### config.mk
export PLATFORM = sky130hd
export DESIGN_NAME = rdma_ctrl_regs
export DESIGN_NICKNAME = d
export VERILOG_FILES = /design/src/rtl/rdma_ctrl_regs.sv
export SDC_FILE = /design/constraint.sdc
export NUM_CORES = 1
export LEC_CHECK = 0
export ABC_AREA = 1
export BUFFER_PORTS_ARGS = -buffer_cell sky130_fd_sc_hd__buf_2
export CORE_ASPECT_RATIO = 1.75
export CORE_MARGIN = 5
export CORE_UTILIZATION = 50
export CTS_BUF_LIST = sky130_fd_sc_hd__clkbuf_16
export CTS_CLUSTER_SIZE = 28
export DETAILED_ROUTE_END_ITERATION = 12
export GPL_TIMING_DRIVEN = 1
export PLACE_DENSITY = 0.73
export SLEW_MARGIN = 20
export SYNTH_ARGS = -nofsm -noshare
export SYNTH_HDL_FRONTEND = slang
export SYNTH_SLANG_ARGS = --single-unit
### constraint.sdc
create_clock -name clk -period 1.7 [get_ports clk]
set_input_delay 0.255 -clock clk [delete_from_list [all_inputs] [get_ports clk]]
set_output_delay 0.255 -clock clk [all_outputs]
set_load 0.02 [all_outputs]
### src/rtl/rdma_ctrl_regs.sv
// ============================================================================
// Module   : rdma_ctrl_regs
// Purpose  : ASHI register bank for the RDMA engine, with a descriptor,
//            a command launch, busy/error status and a completion counter.
// Revision : 1.0
// ============================================================================
`default_nettype none

module rdma_ctrl_regs #(
   parameter logic [31:0] ID_VALUE = 32'h5244_4D41,
   parameter logic [31:0] MAX_LEN  = 32'h0100_0000
) (
   input  logic        clk,
   input  logic        resetn,
   input  logic [31:0] ashi_waddr,
   input  logic [31:0] ashi_wdata,
   input  logic        ashi_write,
   output logic        ashi_widle,
   output logic [1:0]  ashi_wresp,
   input  logic [31:0] ashi_raddr,
   input  logic        ashi_read,
   output logic        ashi_ridle,
   output logic [31:0] ashi_rdata,
   output logic [1:0]  ashi_rresp,
   output logic        cmd_valid,
   input  logic        cmd_ready,
   output logic [63:0] cmd_src,
   output logic [63:0] cmd_dst,
   output logic [31:0] cmd_len,
   input  logic        xfer_done,
   input  logic        xfer_err
);

   typedef enum logic [1:0] {
      W_IDLE = 2'd0,
      W_ACK  = 2'd1,
      W_CMD  = 2'd2
   } wstate_t;

   localparam logic [1:0] c_resp_okay   = 2'b00;
   localparam logic [1:0] c_resp_slverr = 2'b10;
   localparam logic [1:0] c_resp_decerr = 2'b11;

   localparam logic [3:0] c_idx_ctrl   = 4'd0;
   localparam logic [3:0] c_idx_src_lo = 4'd1;
   localparam logic [3:0] c_idx_src_hi = 4'd2;
   localparam logic [3:0] c_idx_dst_lo = 4'd3;
   localparam logic [3:0] c_idx_dst_hi = 4'd4;
   localparam logic [3:0] c_idx_length = 4'd5;
   localparam logic [3:0] c_idx_status = 4'd6;
   localparam logic [3:0] c_idx_count  = 4'd7;
   localparam logic [3:0] c_idx_id     = 4'd8;

   wstate_t     r_state;
   logic [31:0] r_src_lo;
   logic [31:0] r_src_hi;
   logic [31:0] r_dst_lo;
   logic [31:0] r_dst_hi;
   logic [31:0] r_length;
   logic [31:0] r_done_count;
   logic        r_busy;
   logic        r_last_err;

   logic [3:0]  w_widx;
   logic [3:0]  w_ridx;
   logic        w_done_hit;
   logic        w_len_ok;
   logic        w_start_ok;
   logic        w_clr;
   logic [31:0] w_rdata;
   logic [1:0]  w_rresp;
   logic        w_unused;

   assign w_widx     = ashi_waddr[5:2];
   assign w_ridx     = ashi_raddr[5:2];
   assign w_done_hit = xfer_done & r_busy;
   assign w_len_ok   = (r_length != 32'd0) && (r_length <= MAX_LEN);
   // A completion arriving in the same cycle frees the engine for a new START.
   assign w_start_ok = w_len_ok & ~(r_busy & ~xfer_done);
   assign w_clr      = ashi_write && (r_state == W_IDLE) && (w_widx == c_idx_ctrl) && ashi_wdata[1];
   assign w_unused   = ^{ashi_waddr[31:6], ashi_waddr[1:0], ashi_raddr[31:6], ashi_raddr[1:0]};

   always_ff @(posedge clk) begin
      if (!resetn) begin
         r_state      <= W_IDLE;
         r_src_lo     <= 32'd0;
         r_src_hi     <= 32'd0;
         r_dst_lo     <= 32'd0;
         r_dst_hi     <= 32'd0;
         r_length     <= 32'd0;
         r_done_count <= 32'd0;
         r_busy       <= 1'b0;
         r_last_err   <= 1'b0;
         ashi_widle   <= 1'b1;
         ashi_wresp   <= c_resp_okay;
         cmd_valid    <= 1'b0;
         cmd_src      <= 64'd0;
         cmd_dst      <= 64'd0;
         cmd_len      <= 32'd0;
      end else begin
         if (w_done_hit) begin
            r_busy     <= 1'b0;
            r_last_err <= xfer_err;
         end

         if (w_clr) begin
            r_done_count <= {31'd0, w_done_hit};
         end else if (w_done_hit) begin
            r_done_count <= r_done_count + 32'd1;
         end

         // An accepted START below overrides busy/last_err from the completion above.
         case (r_state)
            W_IDLE: begin
               if (ashi_write) begin
                  ashi_widle <= 1'b0;
                  ashi_wresp <= c_resp_okay;
                  r_state    <= W_ACK;
                  case (w_widx)
                     c_idx_ctrl: begin
                        if (ashi_wdata[0]) begin
                           if (w_start_ok) begin
                              r_busy     <= 1'b1;
                              r_last_err <= 1'b0;
                              cmd_valid  <= 1'b1;
                              cmd_src    <= {r_src_hi, r_src_lo};
                              cmd_dst    <= {r_dst_hi, r_dst_lo};
                              cmd_len    <= r_length;
                              r_state    <= W_CMD;
                           end else begin
                              ashi_wresp <= c_resp_slverr;
                           end
                        end
                     end
                     c_idx_src_lo: r_src_lo <= ashi_wdata;
                     c_idx_src_hi: r_src_hi <= ashi_wdata;
                     c_idx_dst_lo: r_dst_lo <= ashi_wdata;
                     c_idx_dst_hi: r_dst_hi <= ashi_wdata;
                     c_idx_length: r_length <= ashi_wdata;
                     c_idx_status, c_idx_count, c_idx_id: ashi_wresp <= c_resp_slverr;
                     default: ashi_wresp <= c_resp_decerr;
                  endcase
               end
            end
            W_ACK: begin
               ashi_widle <= 1'b1;
               r_state    <= W_IDLE;
            end
            W_CMD: begin
               if (cmd_ready) begin
                  cmd_valid  <= 1'b0;
                  ashi_wresp <= c_resp_okay;
                  ashi_widle <= 1'b1;
                  r_state    <= W_IDLE;
               end
            end
            default: begin
               ashi_widle <= 1'b1;
               r_state    <= W_IDLE;
            end
         endcase
      end
   end

   always_comb begin
      w_rdata = 32'd0;
      w_rresp = c_resp_okay;
      case (w_ridx)
         c_idx_ctrl:   w_rdata = 32'd0;
         c_idx_src_lo: w_rdata = r_src_lo;
         c_idx_src_hi: w_rdata = r_src_hi;
         c_idx_dst_lo: w_rdata = r_dst_lo;
         c_idx_dst_hi: w_rdata = r_dst_hi;
         c_idx_length: w_rdata = r_length;
         c_idx_status: w_rdata = {29'd0, r_last_err, cmd_valid, r_busy};
         c_idx_count:  w_rdata = r_done_count;
         c_idx_id:     w_rdata = ID_VALUE;
         default:      w_rresp = c_resp_decerr;
      endcase
   end

   always_ff @(posedge clk) begin
      if (!resetn) begin
         ashi_ridle <= 1'b1;
         ashi_rdata <= 32'd0;
         ashi_rresp <= c_resp_okay;
      end else begin
         ashi_ridle <= ~ashi_read;
         if (ashi_read) begin
            ashi_rdata <= w_rdata;
            ashi_rresp <= w_rresp;
         end
      end
   end

endmodule

`default_nettype wire

# After elaboration in Yosys (flattened, before gate mapping)
# Cells that the tools add are included.
dict set report totals {
  reg_bits 395
  input_bits 103
  output_inout_bits 199
  elab_cells 109
}
dict set report classes {
  n_addsub 1
  magnitude_cmp 1
  n_eq_ne 22
  n_mux 36
  bitwise 7
  n_reduce_logical 23
}
# op count
set ops {}
lappend ops {{32-bit one-hot mux with 8 select lines} 1}
lappend ops {{32-bit by 1-bit adder with 32-bit output (second input constant)} 1}
lappend ops {{4-bit by 3-bit == test with 1-bit output (second input constant)} 8}
lappend ops {{32-bit by 25-bit less-or-equal comparator with 1-bit output (second input constant)} 1}
lappend ops {{32-bit nonzero test} 1}
lappend ops {{1-bit two-way mux} 21}
lappend ops {{2-bit two-way mux} 9}
lappend ops {{3-bit AND reduction} 6}
lappend ops {{4-bit by 2-bit == test with 1-bit output (second input constant)} 4}
lappend ops {{9-bit OR reduction} 1}
lappend ops {{4-bit by 1-bit == test with 1-bit output (second input constant)} 2}
lappend ops {{4-bit == test (second input constant)} 2}
lappend ops {{4-bit logical NOT} 2}
lappend ops {{2-bit != test (second input constant)} 4}
lappend ops {{2-bit one-hot mux with 2 select lines} 2}
lappend ops {{2-bit one-hot mux with 3 select lines} 1}
lappend ops {{6-bit AND reduction} 1}
lappend ops {{5-bit AND reduction} 1}
lappend ops {{5-bit OR reduction} 1}
lappend ops {{1-bit logical AND} 4}
lappend ops {{1-bit NOT} 4}
lappend ops {{1-bit one-hot mux with 2 select lines} 2}
lappend ops {{2-bit nonzero test} 2}
lappend ops {{1-bit bitwise AND} 3}
lappend ops {{6 further kinds} 6}

# Logic depth before layout (Yosys ltp)
# Gate-level depths: netlist of the first run.
dict set report logic_depth {
  ltp_word 9
  mapped_depth 14
  mapped_depth_nobuf 12
}

# Worst setup path before layout of the first run
# No wires, ideal clock.
dict set report synth_path {
  path_kind {flip-flop to flip-flop}
  start {reg r_length[6]}
  end {reg cmd_len[1]}
  arrival_ps 1433
  t_required_ps 1587
  slack_ps 154
  path_stages_with_launch 14
  path_buffers 3
  synth_period_minus_slack_ps 1546
  cell_sequence {dfxtp_1 > nor2_1 > nand2_1 > inv_1 > nand2_1 > nor2_1 > nand2_1 > nand2_2 > nand4_1 > buf_4 > buf_4 > buf_2 > nor2_1 > nor2_1}
}
dict set report synth_via {
  elab_chain_len 4
  elab_cells_between_ends 5
  cone_classes {order compare (1); bitwise (1); reduce/logical (3)}
}
# item line
set synth_rtl {}
lappend synth_rtl {{start: declaration} 59} ;# logic [31:0] r_length;
lappend synth_rtl {{start signal: assignment} 139} ;# c_idx_length: r_length <= ashi_wdata;
lappend synth_rtl {{32-bit by 25-bit less-or-equal comparator with 1-bit output / 32-bit nonzero test (equally long branches)} 77} ;# assign w_len_ok = (r_length != 32'd0) && (r_length <= MAX_LEN);
lappend synth_rtl {{1-bit logical AND (*)} 77}
lappend synth_rtl {{1-bit bitwise AND (*)} 79} ;# assign w_start_ok = w_len_ok & ~(r_busy & ~xfer_done);
lappend synth_rtl {{5-bit AND reduction (no line) (*)} -}
lappend synth_rtl {{end signal: assignment} 128} ;# cmd_len <= r_length;
lappend synth_rtl {{end: declaration} 29} ;# output logic [31:0] cmd_len,
# Mark *: on every way between the ends. The rest lies on a longest branch, timed or not.
# A chain may end at the register's enable or synchronous reset.

# Final worst setup path of the first run
dict set report layout_path {
  start {reg r_length[9]}
  end {reg cmd_dst[21]}
}
dict set report layout_via {
  elab_chain_len 4
  elab_cells_between_ends 5
  cone_classes {order compare (1); bitwise (1); reduce/logical (3)}
}
# item line
set layout_rtl {}
lappend layout_rtl {{32-bit by 25-bit less-or-equal comparator with 1-bit output / 32-bit nonzero test (equally long branches)} 77}
lappend layout_rtl {{1-bit logical AND (*)} 77}
lappend layout_rtl {{1-bit bitwise AND (*)} 79}
lappend layout_rtl {{5-bit AND reduction (no line) (*)} -}
lappend layout_rtl {{end signal: assignment} 127} ;# cmd_dst <= {r_dst_hi, r_dst_lo};
lappend layout_rtl {{end: declaration} 28} ;# output logic [63:0] cmd_dst,
# Marks and branches as above.

==> results of run 1 <==
-- flip-flops by register name, summed over array words and instances, names as in the netlist --
name          cells
r_dst_lo         32
ashi_rdata       32
r_done_count     32
ashi_rresp        1
cmd_dst          64
r_src_lo         32
cmd_src          64
r_state           2
r_src_hi         32
ashi_ridle        1
r_length         32
r_last_err        1
cmd_valid         1
r_busy            1
ashi_widle        1
cmd_len          32
r_dst_hi         32
ashi_wresp        2
-- worst paths after layout --
kind / endpoint / startpoint / depth (start not counted) / slack [ps]
max reg2reg: cmd_dst[21] / r_length[9] / 15 / -310
max: cmd_dst[21] / r_length[9] / 15 / -310
min reg2reg: cmd_len[30] / cmd_len[30] / 2 / 440
min: ashi_rresp[0] / ashi_raddr[5] / 3 / 20
-- tightest hold or removal path, stage by stage --
cell,delay (ps)
buf_2,130
nand2_1,80
a21oi_1,50
-- cell families after synthesis --
family	count (synthesis)	share of synthesized area
compound gates	473	0.150
xor+xnor	9	0.00483
fa+ha+maj	1	0.000767
buf+inv	437	0.109
flops	394	0.483
simple gates	1046	0.252
-- placed cells by master, fill, tap and decap left out, types with 5 or more instances in the layout --
cell type and count:
buf_16 5, nand3_1 23, buf_6 13, dfxtp_2 10
o22ai_1 22, nor2_1 292, nand2_2 54, inv_1 293
o21ai_0 204, nand4_1 29, buf_4 165, xor2_1 9
nor3_1 15, buf_2 244, nor2_2 53, o211ai_1 6
dfxtp_1 383, nor2_4 39, nand2_1 526, inv_2 21
o21ai_1 7, clkbuf_16 50, diode_2 6, a21oi_1 220
buf_12 34, clkinv_1 9
-- synthesized netlist by cell type (2+ instances only) --
cell,instances
inv_1,289
nor3_1,17
nand3_1,27
o221ai_1,4
o21ai_1,7
buf_1,2
o21a_1,2
clkbuf_1,76
nor2_2,6
a21oi_1,220
buf_6,9
nand2_2,3
dfxtp_1,394
o22ai_1,22
xor2_1,9
o211ai_1,6
o21ai_0,204
o31ai_1,4
nor3_2,2
nor2_1,377
nand4_1,29
buf_4,6
nand2_1,580
clkinv_1,2
o2111ai_1,2
inv_2,18
buf_2,35
nor4_1,2
-- cell type report --
cell class	count	area, µm²	area share
inverters	309	1160	0.0535
repair buffers	478	3810	0.176
flip-flops and latches	394	7900	0.364
multi-input cells	1529	7240	0.334
diodes	6	15.0	0.000692
well taps	400	500	0.0231
clock buffers	37	926	0.0427
clock inverters	23	135	0.00623
-- per-stage QoR --
| stage | util | instance area, µm² |
|---|---|---|
| 3_3_place_gp | 0.599 | 19300 |
| 4_1_cts | 0.643 | 20700 |
| 5_1_grt | 0.673 | 21700 |
| 6_report | 0.673 | 21700 |
| 3_5_place_dp | 0.599 | 19300 |
| 2_1_floorplan | - | 16300 |
-- power by group --
part           internal, µW  switching (µW)  total, µW
Combinational           428             794       1220
Clock                  4100            3600       7700
Sequential             9350             127       9480
-- per-layer routing --
layer / vias to the layer above / share of wire
met4: 0 / 0.10
met2: 794 / 0.50
met1: 7998 / 0.34
li1: 8140 / -
met3: 250 / 0.058
met5: - / 0
-- repair_timing --
action	in CTS	in global routing
hold buffers	0	0
gates resized for setup	69	170
cloned	3	19
setup endpoints to repair	178	280
buffers inserted	3	11
hold endpoints to repair	0	0
pin swaps	4	26
==> flow_summary.ini, run 1 <==
[yosys]
synthesis.nets = 2464
syn_inst = 2360
yosysWarnings = 0
yosys.area.top_type_share = 0.483
synth_cell_types = 34
ys_seq_area_frac = 0.483
synth_area_per_cell_um2 = 6.91
synth_edf_count = 0
synthArstFlopShare = 0
synth_area_leader_cell = dfxtp_1
synth_area_leaders = dfxtp_1 48%, nand2_1 13%, nor2_1 8.7%, a21oi_1 6.7%, inv_1 6.6%
synth_seq_cells = 394
ys.flop_type = dfxtp_1
syn_area_mm2 = 0.0163

[timing]
final_max_slew_viol_count = 0
maxSlewHeadroom = 0.704
period_share = 1.18
fin_crit_ps = 2010
setup_tns_ps = -39390
worstMarginPinSlew_ps = 440
fin_hold_ws_ps = 16.0
finClkSkew_ps = 15.0
fmax_mhz = 497
hold_viol = 0
postLayoutSetupSlackWorst_ps = -313
setup_viol = 189
grt_setup_unrepaired = true

[global_route]
overflow = 0
grtUsageMet2 = 0.579
antenna_found_initial = 5
grt_busiest_layer = met2
groute.layer.met1.usage = 0.343
use_met3 = 0.0439
grt_pass1_vias = 16100
grt_first_pass_wirelength_um = 92500
grt_use_total = 0.328
grt_max_degree = 91

[clocking]
tritoncts = done
cts_buffers = 36
h-tree-depth = 2
clk_path_buf_depth = 3
clkTransAtPathRegs_ps = 70
cts-root-buf = clkbuf_16
clk-insertion-delay-late_ps = 540
clock-sinks = 394

[power_and_ir_drop]
power.density_mw_per_mm2 = 849
design_power_total_uw = 18400
p_leak_uw = 0.0109
peakVddDrop_uv = 719

[finish]
fill_cells = 2671
layout-drive-gt1-share = 0.258
final_cells = 3176
area_growth_pct = 32.9
nets = 2852

[floorplan]
ioPinCount = 302
rows = 87
initial_utilization = 0.506
core-area_mm2 = 0.0322
die_area_mm2 = 0.0365
die_w_um = 147
die_h_um = 249

[worst_setup_path]
slowest_delay_ps = 310
critical_path_buf_inv_count = 5
criticalPathCategory = flop to flop
end_kind = flop
required_ps = 2130
critPathMaxFanout = 12
worstSetupStartpointType = flop
crit_family = simple AND/OR/NAND/NOR gates
slowest_stage = dfxtp_1
crit_chain = nor2_1 -> nand2_1 -> buf_4 -> nor2_4 -> nand2_2 -> nor2_2 -> nor2_1 -> nand4_1 -> buf_6 -> clkbuf_16 -> buf_12 -> buf_16 -> nand2_1 -> nand2_1 -> nor2_1
critPathArrivalTime_ps = 2440

[placement]
gp_congestion = 0.967
dpl.cell_count = 3079
port_buffers = 245
post-place-ws_ps = -316
dp_hpwl_um = 46900

[run_status]
violations = setup timing
outcome = complete, but fails checks

[detailed_routing]
dr.pass1.iters = 6
routedWlPerCell_um = 20.7
wirelength_um = 65600
drc_errors = 0
vias = 17200
viasPerCell = 5.41
first_iter_violations = 1371
ant_nets = 0

[hold_path]
hp-class = primary input to flop

[run]
cap_violations = 0
(Power assumes the default switching activity.)
==> inputs of run 2 (changes only) <==
--- a/config.mk
+++ b/config.mk
@@ -9,12 +9,11 @@
 export BUFFER_PORTS_ARGS = -buffer_cell sky130_fd_sc_hd__buf_2
 export CORE_ASPECT_RATIO = 1.75
 export CORE_MARGIN = 5
-export CORE_UTILIZATION = 50
+export CORE_UTILIZATION = 35
 export CTS_BUF_LIST = sky130_fd_sc_hd__clkbuf_16
 export CTS_CLUSTER_SIZE = 28
 export DETAILED_ROUTE_END_ITERATION = 12
 export GPL_TIMING_DRIVEN = 1
-export PLACE_DENSITY = 0.73
 export SLEW_MARGIN = 20
 export SYNTH_ARGS = -nofsm -noshare
 export SYNTH_HDL_FRONTEND = slang
==> flow_summary.ini, run 2 (synthesis gave the netlist of run 1 again) <==
[global_route]
overflow = 0
grt_max_degree = 93
grt_use_total = 0.253
grt_pass1_vias = 16300
antenna_found_initial = 9
grt_first_pass_wirelength_um = 99000

[power_and_ir_drop]
design_power_total_uw = 19300
p_seq_frac = 0.493
power.density_mw_per_mm2 = 861
p_comb_frac = 0.066
peakVddDrop_uv = 631
intPower_uw = 14500
clkPwrFrac = 0.441
p_leak_uw = 0.0111
switching_share = 0.249
p_sw_uw = 4800

[worst_setup_path]
worstSetupStartpointType = flop
required_ps = 2140
r2r_slack_ps = -410
critPathMaxFanout = 9
end_kind = flop
criticalPathCategory = flop to flop
critPathArrivalTime_ps = 2550

[floorplan]
die_h_um = 296
die_w_um = 173
rows = 104
ioPinCount = 302
core-area_mm2 = 0.0461
die_area_mm2 = 0.0512
initial_utilization = 0.354

[timing]
grt_setup_unrepaired = true
period_share = 1.24
fin_hold_ws_ps = 23.1
maxSlewHeadroom = 0.669
worstMarginPinSlew_ps = 497
hold_viol = 0
postLayoutSetupSlackWorst_ps = -406
setup_viol = 164
fmax_mhz = 475
final_max_slew_viol_count = 0
fin_crit_ps = 2110
finClkSkew_ps = 14.8

[detailed_routing]
routedWlPerCell_um = 21.0
wirelength_um = 70900
ant_nets = 0
dr.pass1.iters = 5
drc_errors = 0
first_iter_violations = 1450
viasPerCell = 5.07
vias = 17100

[finish]
area_growth_pct = 37.1
final_common_cell = nand2_1
top_regs = cmd_dst x64, cmd_src x64
multi_input_area_mm2 = 0.00720
utilization = 0.486
nets = 2863
seqCellArea_mm2 = 0.00791
layout-drive-gt1-share = 0.262
mostFrequentLayoutCells = 519 x nand2_1, 379 x dfxtp_1, 315 x nor2_1
fill_cells = 4562

[clocking]
cts_buffers = 38
clock-sinks = 394
clk-insertion-delay-late_ps = 550
clk_path_buf_depth = 3
cts-root-buf = clkbuf_16
clkTransAtPathRegs_ps = 70
h-tree-depth = 2
tritoncts = done

[hold_path]
hp-class = primary input to flop

[run]
cap_violations = 0

[run_status]
outcome = complete, but fails checks
violations = setup timing

[placement]
port_buffers = 245
gp_congestion = 0.935
dp_hpwl_um = 50900
## run 2: repair_timing
action	CTS	global route
hold buffers	1	0
gates cloned	15	13
pin swaps	17	28
resized for setup	136	124
setup endpoints to repair	198	283
setup buffers	12	21
endpoints found under the hold margin	1	0
## run 2: path summary, 6_finish.rpt
| kind | startpoint | to | depth (start not counted) |
|---|---|---|---|
| max reg2reg | r_length[20] | cmd_src[38] | 15 |
| max | r_length[20] | cmd_src[38] | 15 |
| min | ashi_wdata[18] | r_src_lo[18] | 3 |
| min reg2reg | cmd_len[28] | cmd_len[28] | 2 |
## run 2: area by class of cell
| cell class | count | area share |
|---|---|---|
| Antenna cell | 9 | 0.00101 |
| Timing Repair Buffer | 487 | 0.186 |
| Inverter | 309 | 0.0520 |
| Clock buffer | 39 | 0.0436 |
| Sequential cell | 394 | 0.353 |
| Tap cell | 583 | 0.0326 |
| Clock inverter | 29 | 0.00990 |
| Multi-Input combinational cell | 1529 | 0.322 |
## run 2: metrics by stage
stage / setup slack (ps) / instance area, µm² / setup TNS [ps] / std cells
after global placement: -506 / 19400 / -76090 / 3247
after floorplan: 154 / 16300 / 0 / 2360
after global routing: -482 / 22400 / -67780 / 3378
after CTS: -332 / 21500 / -42670 / 3342
final: -406 / 22400 / -53800 / 3379
after detailed placement: -560 / 19400 / -73530 / 3247
## run 2: power by group through the flow
stage                     Sequential [µW]  Clock [µW]  Combinational, µW
after detailed placement             9680           0               1110
final                                9490        8500               1280
after global placement               9680           0               1100
after global routing                 9490        8940               1360
after floorplan                      9690           0                518
after CTS                            9480        8590               1180
## run 2: worst max-delay path, stage by stage, from the launching register on
cell and delay [ps]:
dfxtp_2 330, buf_6 120, nor2_4 100, nand3_2 100
nor2_4 150, nand2_2 90, nor2_2 100, nor2_2 50
nand4_1 150, buf_6 200, buf_16 200, buf_12 140
buf_12 110, nand2_2 50, nand2_1 50, nor2_1 50
## run 2: metal layers
metal  GRT usage  wire (µm)  part of all wire  vias up
li1            -          -                 -     8202
met1       0.266      24700              0.35     7998
met2       0.462      35800              0.51      740
met3      0.0316       3940             0.056      206
met4       0.188       6460             0.091        0
met5           0          0                 0        -
==> inputs of run 3 (changes only) <==
--- a/config.mk
+++ b/config.mk
@@ -7,6 +7,7 @@
 export LEC_CHECK = 0
 export ABC_AREA = 1
 export BUFFER_PORTS_ARGS = -buffer_cell sky130_fd_sc_hd__buf_2
+export CAP_MARGIN = 10
 export CORE_ASPECT_RATIO = 1.75
 export CORE_MARGIN = 5
 export CORE_UTILIZATION = 35
==> constraint.sdc (replaced) <==
create_clock -name clk -period 1.7 [get_ports clk]
set_input_delay 0.17 -clock clk [delete_from_list [all_inputs] [get_ports clk]]
set_output_delay 0.17 -clock clk [all_outputs]
set_load 0.02 [all_outputs]
==> flow_summary.ini, run 3 (synthesis gave the netlist of run 1 again) <==
[placement]
gp_congestion = 0.945
dpl-instance-area_mm2 = 0.0193
dp_hpwl_um = 51500
port_buffers = 245
post-place-ws_ps = -374

[floorplan]
die_h_um = 296
core-area_mm2 = 0.0461
rows = 104
initial_utilization = 0.354
die_area_mm2 = 0.0512
ioPinCount = 302
die_w_um = 173

[run_status]
violations = setup timing
outcome = complete, but fails checks

[finish]
fill_cells = 4538
top_regs = cmd_dst x64, cmd_src x64
layout-drive-gt1-share = 0.282
nets = 2904
final_area_mm2 = 0.0229
multi_input_area_mm2 = 0.00743
seqCellArea_mm2 = 0.00792
area_growth_pct = 40.3
mostFrequentLayoutCells = 505 x nand2_1, 375 x dfxtp_1, 293 x nor2_1
final_common_cell = nand2_1

[clocking]
cts-root-buf = clkbuf_16
h-tree-depth = 2
clkTransAtPathRegs_ps = 70
clk_path_buf_depth = 3
tritoncts = done
clk-insertion-delay-late_ps = 550
clock-sinks = 394
cts_buffers = 38

[worst_setup_path]
critPathArrivalTime_ps = 2570
criticalPathCategory = flop to flop
required_ps = 2180
end_kind = flop
worstSetupStartpointType = flop
critPathMaxFanout = 5

[timing]
worstMarginPinSlew_ps = 553
period_share = 1.23
fin_hold_ws_ps = 17.7
fin_crit_ps = 2090
maxSlewHeadroom = 0.630
grt_setup_unrepaired = true
hold_viol = 0
setup_viol = 200
fmax_mhz = 479
finClkSkew_ps = 13.4
setup_tns_ps = -41600
postLayoutSetupSlackWorst_ps = -388
final_max_slew_viol_count = 0

[global_route]
grt_first_pass_wirelength_um = 99900
grt_use_total = 0.256
grt_pass1_vias = 16400
overflow = 0
antenna_found_initial = 1
grt_max_degree = 88

[detailed_routing]
wirelength_um = 73300
first_iter_violations = 1407
drc_errors = 0
viasPerCell = 5.08
vias = 17300
dr.pass1.iters = 5
ant_nets = 0
routedWlPerCell_um = 21.5

[run]
cap_violations = 0

[hold_path]
hp-class = primary input to flop

[power_and_ir_drop]
peakVddDrop_uv = 774
p_leak_uw = 0.0113
power.density_mw_per_mm2 = 834
-- run 3: critical path, stage by stage, from the launching register on --
cell	delay, ps
dfxtp_2	330
inv_2	60
nand2_1	50
nor2_1	120
nand2_1	110
nor2_1	150
nand2_1	90
nand2_2	70
nand4_1	120
buf_6	210
buf_16	170
buf_12	140
buf_16	130
nand2_2	80
nand2_2	60
nor2_2	130
-- run 3: what timing repair did --
action	CTS	global route
endpoints found under the setup margin	199	295
resized for setup	96	253
setup buffers	12	34
hold endpoints to repair	57	0
hold buffers	28	0
cloned	9	28
pin swaps	10	65
-- run 3: cell type report --
| type | instances | area share |
|---|---|---|
| flip-flops and latches | 394 | 0.346 |
| multi-input cells | 1529 | 0.324 |
| repair buffers | 528 | 0.196 |
| inverters | 309 | 0.0514 |
| clock buffers | 39 | 0.0426 |
| well taps | 583 | 0.0319 |
| clock inverters | 25 | 0.00711 |
| diodes | 1 | 0.000109 |
-- run 3: power by group --
| group | switching (µW) | internal (µW) |
|---|---|---|
| clock | 3750 | 4450 |
| combinational | 880 | 527 |
| sequential | 140 | 9350 |
| total | 4770 | 14300 |
-- run 3: per-stage QoR --
stage / power (µW) / utilization / cells
after floorplan: 10200 / - / 2360
after global placement: 10800 / 0.419 / 3241
after detailed placement: 10800 / 0.419 / 3241
after CTS: 19000 / 0.464 / 3352
after global routing: 19600 / 0.497 / 3408
final: 19100 / 0.497 / 3408
-- run 3: layer usage --
metal,global-route usage,up-vias,share of wire
li1,-,8248,-
met1,0.262,8054,0.34
met2,0.463,755,0.49
met3,0.0336,261,0.058
met4,0.212,0,0.11
met5,0,-,0
-- run 3: worst paths after layout --
check,from,end,slack [ps],cells past startpoint
setup / recovery,r_length[19],cmd_src[26],-390,15
hold / removal,ashi_wdata[9],r_length[9],20,3
setup reg to reg,r_length[19],cmd_src[26],-390,15
hold reg to reg,cmd_len[31],cmd_len[31],450,2
